<file path="config.mk">
export PLATFORM = sky130hd
export DESIGN_NAME = read_byte_ctrl
export DESIGN_NICKNAME = d
export VERILOG_FILES = /design/src/rtl/read_byte_ctrl.sv
export SDC_FILE = /design/constraint.sdc
export NUM_CORES = 1
export LEC_CHECK = 0
export BUFFER_PORTS_ARGS = -buffer_cell sky130_fd_sc_hd__buf_2
export CELL_PAD_IN_SITES_DETAIL_PLACEMENT = 1
export CELL_PAD_IN_SITES_GLOBAL_PLACEMENT = 2
export CORE_UTILIZATION = 31
export DETAILED_ROUTE_END_ITERATION = 6
export PLACE_DENSITY_LB_ADDON = 0.1
export SYNTH_ARGS = -nofsm -noshare
export SYNTH_HDL_FRONTEND = slang
export SYNTH_SLANG_ARGS = --single-unit
</file>
<file path="constraint.sdc">
create_clock -name clk -period 5.54 [get_ports clk]
set_clock_uncertainty 0.05 [all_clocks]
set_input_delay 0.831 -clock clk [delete_from_list [all_inputs] [get_ports clk]]
set_output_delay 0.831 -clock clk [all_outputs]
set_load 0.05 [all_outputs]
</file>
<file path="src/rtl/read_byte_ctrl.sv">
// Byte-fetch sequencer for the CABAC arithmetic decoder: owns bitsNeeded and
// pulls upstream bytes into the accumulate datapath on renormalization.
module read_byte_ctrl #(
  parameter int              INIT_BYTES = 2,
  parameter logic signed [3:0] BN_INIT  = -4'sd8
) (
  input  logic       clk,
  input  logic       rst,
  input  logic       start,
  input  logic [7:0] byte_in,
  input  logic       byte_valid,
  output logic       byte_ready,
  input  logic       upd_valid,
  input  logic       upd_bypass,
  input  logic [2:0] upd_shift,
  output logic       upd_ready,
  output logic [3:0] bits_needed,
  output logic [3:0] shift_amt,
  output logic [7:0] byte_out,
  output logic       load_flag,
  output logic       sel_order_sum,
  output logic       init_load,
  output logic       busy
);

  typedef enum logic [1:0] {IDLE, INIT, RUN, WAIT_BYTE} state_t;

  state_t     state;
  logic [1:0] init_cnt;
  logic [3:0] bn_q;
  logic [3:0] bn_lat;
  logic       byp_lat;
  logic [4:0] bn_sum;
  logic       upd_acc;
  logic       run_load;
  logic       wait_load;
  logic       init_take;
  logic       load_byp;

  // Sign-extended 5-bit sum; bit 4 set means bn_next is still negative.
  assign bn_sum = {bn_q[3], bn_q} + (upd_bypass ? 5'd1 : {2'b00, upd_shift});

  assign upd_ready = (state == RUN) && !start;
  assign upd_acc   = upd_ready && upd_valid;
  assign run_load  = upd_acc && !bn_sum[4] && byte_valid;
  assign wait_load = (state == WAIT_BYTE) && !start && byte_valid;
  assign init_take = (state == INIT) && !start && byte_valid;

  assign load_flag  = run_load || wait_load;
  assign init_load  = init_take;
  assign byte_ready = load_flag || init_take;
  assign byte_out   = byte_ready ? byte_in : 8'h00;
  assign shift_amt  = run_load ? bn_sum[3:0] : (wait_load ? bn_lat : 4'h0);
  assign load_byp   = run_load ? upd_bypass : byp_lat;
  assign busy       = (state == INIT) || (state == WAIT_BYTE);
  assign bits_needed = bn_q;

  always_ff @(posedge clk or posedge rst) begin
    if (rst) begin
      state         <= IDLE;
      init_cnt      <= 2'd0;
      bn_q          <= BN_INIT;
      bn_lat        <= 4'h0;
      byp_lat       <= 1'b0;
      sel_order_sum <= 1'b1;
    end else if (start) begin
      // Restart drops any pending byte and the update that caused it.
      state         <= INIT;
      init_cnt      <= 2'd0;
      sel_order_sum <= 1'b1;
    end else begin
      case (state)
        INIT: if (init_take) begin
          init_cnt <= init_cnt + 2'd1;
          if (init_cnt == 2'(INIT_BYTES - 1)) begin
            state         <= RUN;
            bn_q          <= BN_INIT;
            sel_order_sum <= 1'b1;
          end
        end
        RUN: if (upd_acc) begin
          if (bn_sum[4]) begin
            bn_q <= bn_sum[3:0];
          end else if (byte_valid) begin
            bn_q <= bn_sum[3:0] - 4'd8;
            if (load_byp) sel_order_sum <= ~sel_order_sum;
          end else begin
            bn_lat  <= bn_sum[3:0];
            byp_lat <= upd_bypass;
            state   <= WAIT_BYTE;
          end
        end
        WAIT_BYTE: if (wait_load) begin
          bn_q  <= bn_lat - 4'd8;
          if (load_byp) sel_order_sum <= ~sel_order_sum;
          state <= RUN;
        end
        default: ;
      endcase
    end
  end

endmodule
</file>
==> key figures <==
Finish
  • Nets: 185
  • Fill cell count: 416
  • Area grow syn2layout: 24.5%
  • Diodes inserted: 0
  • Post-Layout Cell Count: 205
  • Layout cells sized above 1: 38.4%

Timing
  • Hold_ws: 0.467 ns
  • Post-layout minimum cycle time: 3.83 ns
  • Worst Tran Pin Value: 0.881 ns
  • Final TNS setup: 0 ns
  • Slew HR: 40.8%
  • Final hold vios: 0
  • Max Slew Vio Count: 0
  • Post-route setup slack: 1.71 ns
  • RSZ-0062 raised after global routing: false
  • Final Setup Violations: 0
  • Period utilization: 69.1%
  • Max frequency: 0.261 GHz

Clock tree
  • Postcts setup bufs: 0
  • # clock sinks: 14
  • CTS resizes: 0
  • Number of CTS-inserted buffers: 3
  • Clock-pin slew on the worst setup and hold paths: 0.08 ns
  • Post-CTS Hold Buffers: 0
  • CTS tree: built
  • Clk_lat worst skew: 0.29 ns
  • Max Root-Sink Buffers: 2
  • H-tree depth reported by CTS: 1
  • Root buf cell: clkbuf_4

Placement
  • Dpl ws: 1.69 ns
  • Final HPWL DP: 2290 microns
  • GPL Wtd Cong: 0.759
  • Placed Instances: 201
  • IO Port Bufs: 38

Routing
  • Drt total wl: 2900 microns
  • Detailed Route Iter0 Violations: 27
  • 1st-pass router iterations: 3
  • DR vias/cell: 4.97
  • DRC Markers: 0
  • Final ANT Viol Nets: 0
  • Via total after detailed routing: 1018
  • WL/cell: 14.1 microns

Synthesis
  • Dominant synthesized flop cell: dfrtp_1
  • Number of synthesized flops with an enable pin: 0
  • Synth top area share: 27.1%
  • Synthesized area: 1110 sq um
  • Post-synthesis area per instance: 9.25 sq um
  • #FFs+latches synth: 14
  • Cell taking the most area after synthesis: dfrtp_1
  • Post-synthesis cell count: 120
  • Register area share after synthesis: 31.8%
  • Most area-consuming cells after synthesis: dfrtp_1, mux2_2, ha_1, and2_1, dfstp_2
  • Post-synth net total: 145
  • Yosys cell types: 35
  • Async set-or-reset flop fraction in the synthesized netlist: 100%
  • Yosys warns: 0

Pwr
  • Leak: 0.713 nW
  • NetSw: 0.124 mW
  • Int Pwr: 0.189 mW
  • Clock power share: 24.5%
  • Switching Share: 39.6%
  • Reg power frac: 38.0%
  • Logic pwr share: 37.5%
  • PwrDens: 227 nW/um^2
  • Max IR drop VDD: 0.0884 mV

Floorplanning
  • DIE AREA: 3820 sq um
  • Starting density of the core: 32.7%
  • Core area: 3390 sq um
  • Num rows: 21
  • Ports: 39
  • Die span in x: 61.8 microns
  • Die Ht: 61.8 microns

Min path
  • Worst Hold Class: flop to flop

Global route
  • Vias in the first global route: 990
  • First-pass GRT wire length: 4640 microns
  • Initial antenna violation count: 0
  • Largest net degree at the start of global routing: 15
  • Total global routing overflow: 0
  • GRT Overall Usage: 17.0%

Run status
  • Run status: finished, final reports clean

Setup path
  • Crit. End Element: output port
  • WP data arrival: 2.95 ns
  • CP startpoint kind: input pin
  • Largest fanout on the critical path: 5
  • CP Class: input pin to output port
  • CP required: 4.66 ns

Run
  • Max Cap Viol: 0
## routing by layer
metal | global-route usage (%) | share of wire, % | up-vias
met3 | 3.31 | 4.6 | 3
li1 | - | - | 496
met4 | 4.76 | 0.97 | 0
met1 | 21.9 | 46 | 489
met2 | 28.9 | 48 | 30
met5 | 0 | 0 | -
## sequential cells by signal (all words and copies together) (netlist names)
name / cells
bits_needed: 4
bn_lat: 4
byp_lat: 1
init_cnt: 2
sel_order_sum: 1
state: 2
## synth_stat cells, types with 2 or more instances
| master | count |
|---|---|
| a22o_1 | 3 |
| mux2i_1 | 2 |
| mux2_2 | 11 |
| nand2_1 | 14 |
| nor2_1 | 5 |
| inv_1 | 7 |
| nor2b_1 | 4 |
| a21oi_1 | 4 |
| nor3_1 | 2 |
| ha_1 | 7 |
| o211ai_1 | 2 |
| clkbuf_1 | 2 |
| or3_1 | 2 |
| o21ai_0 | 5 |
| nand3_1 | 4 |
| nand2b_1 | 5 |
| and2_1 | 10 |
| xor2_1 | 2 |
| dfrtp_1 | 12 |
| dfstp_2 | 2 |
## cell usage in the layout, fill, tap and decap left out, types with 2 or more instances in the layout
cell	instances
buf_2	38
nand2_1	14
o21ai_0	5
nor3_1	2
ha_1	7
clkbuf_4	3
and2_1	10
or3_1	2
dfstp_2	2
nor2b_1	4
inv_1	7
a21oi_1	4
mux2i_1	2
nand3_1	4
a22o_1	3
dfrtp_1	12
nand2b_1	5
o211ai_1	2
xor2_1	2
nor2_1	5
mux2_2	11
## power groups by stage
stage          clock [mW]  sequential (mW)  combinational, mW
2_1_floorplan           0            0.129             0.0803
3_3_place_gp            0            0.121              0.118
3_5_place_dp            0            0.121              0.118
4_1_cts            0.0816            0.119              0.119
5_1_grt            0.0853            0.121              0.129
6_report           0.0770            0.119              0.117
## critical path, stage by stage
cell and delay [ns]:
buf_2 0.12, or2_2 0.29, ha_1 0.21, fa_1 0.44
nand2_1 0.17, a21o_2 0.20, nand2b_1 0.22, nand3_1 0.12
nand2_1 0.09, buf_2 0.26
## final timing paths
kind	start	to	slack [ns]	cells after the start
setup reg to reg	state[0]	byp_lat	2.89	6
hold reg to reg	byp_lat	byp_lat	0.47	1
max in group asynchronous	rst	bits_needed[1]	4.48	2
setup / recovery	upd_bypass	shift_amt[3]	1.71	10
hold / removal	byp_lat	byp_lat	0.47	1
min in group asynchronous	rst	init_cnt[1]	0.54	2
## cells by family after synthesis
family,Yosys count,synth area share [%]
simple gates,50,23.9
compound gates,22,15.8
flops,14,31.8
mux,13,13.0
buf+inv,10,3.50
fa+ha+maj,8,9.70
xor+xnor,3,2.37
## final cells by class
type                    instances  area, sq um  area share [%]
clock buffers                   4         36.3            2.63
inverters                       7         26.3            1.90
multi-input cells              96          718            52.0
flip-flops and latches         14          353            25.5
well taps                      46         57.6            4.17
repair buffers                 38          190            13.8
## per-stage QoR
| stage | total power [mW] | area (sq um) | utilization, % |
|---|---|---|---|
| floorplan | 0.209 | 1110 | - |
| global placement | 0.239 | 1350 | 39.7 |
| detailed placement | 0.240 | 1350 | 39.7 |
| CTS | 0.320 | 1380 | 40.8 |
| global route | 0.335 | 1380 | 40.8 |
| finish | 0.313 | 1380 | 40.8 |
(Power assumes the default switching activity.)
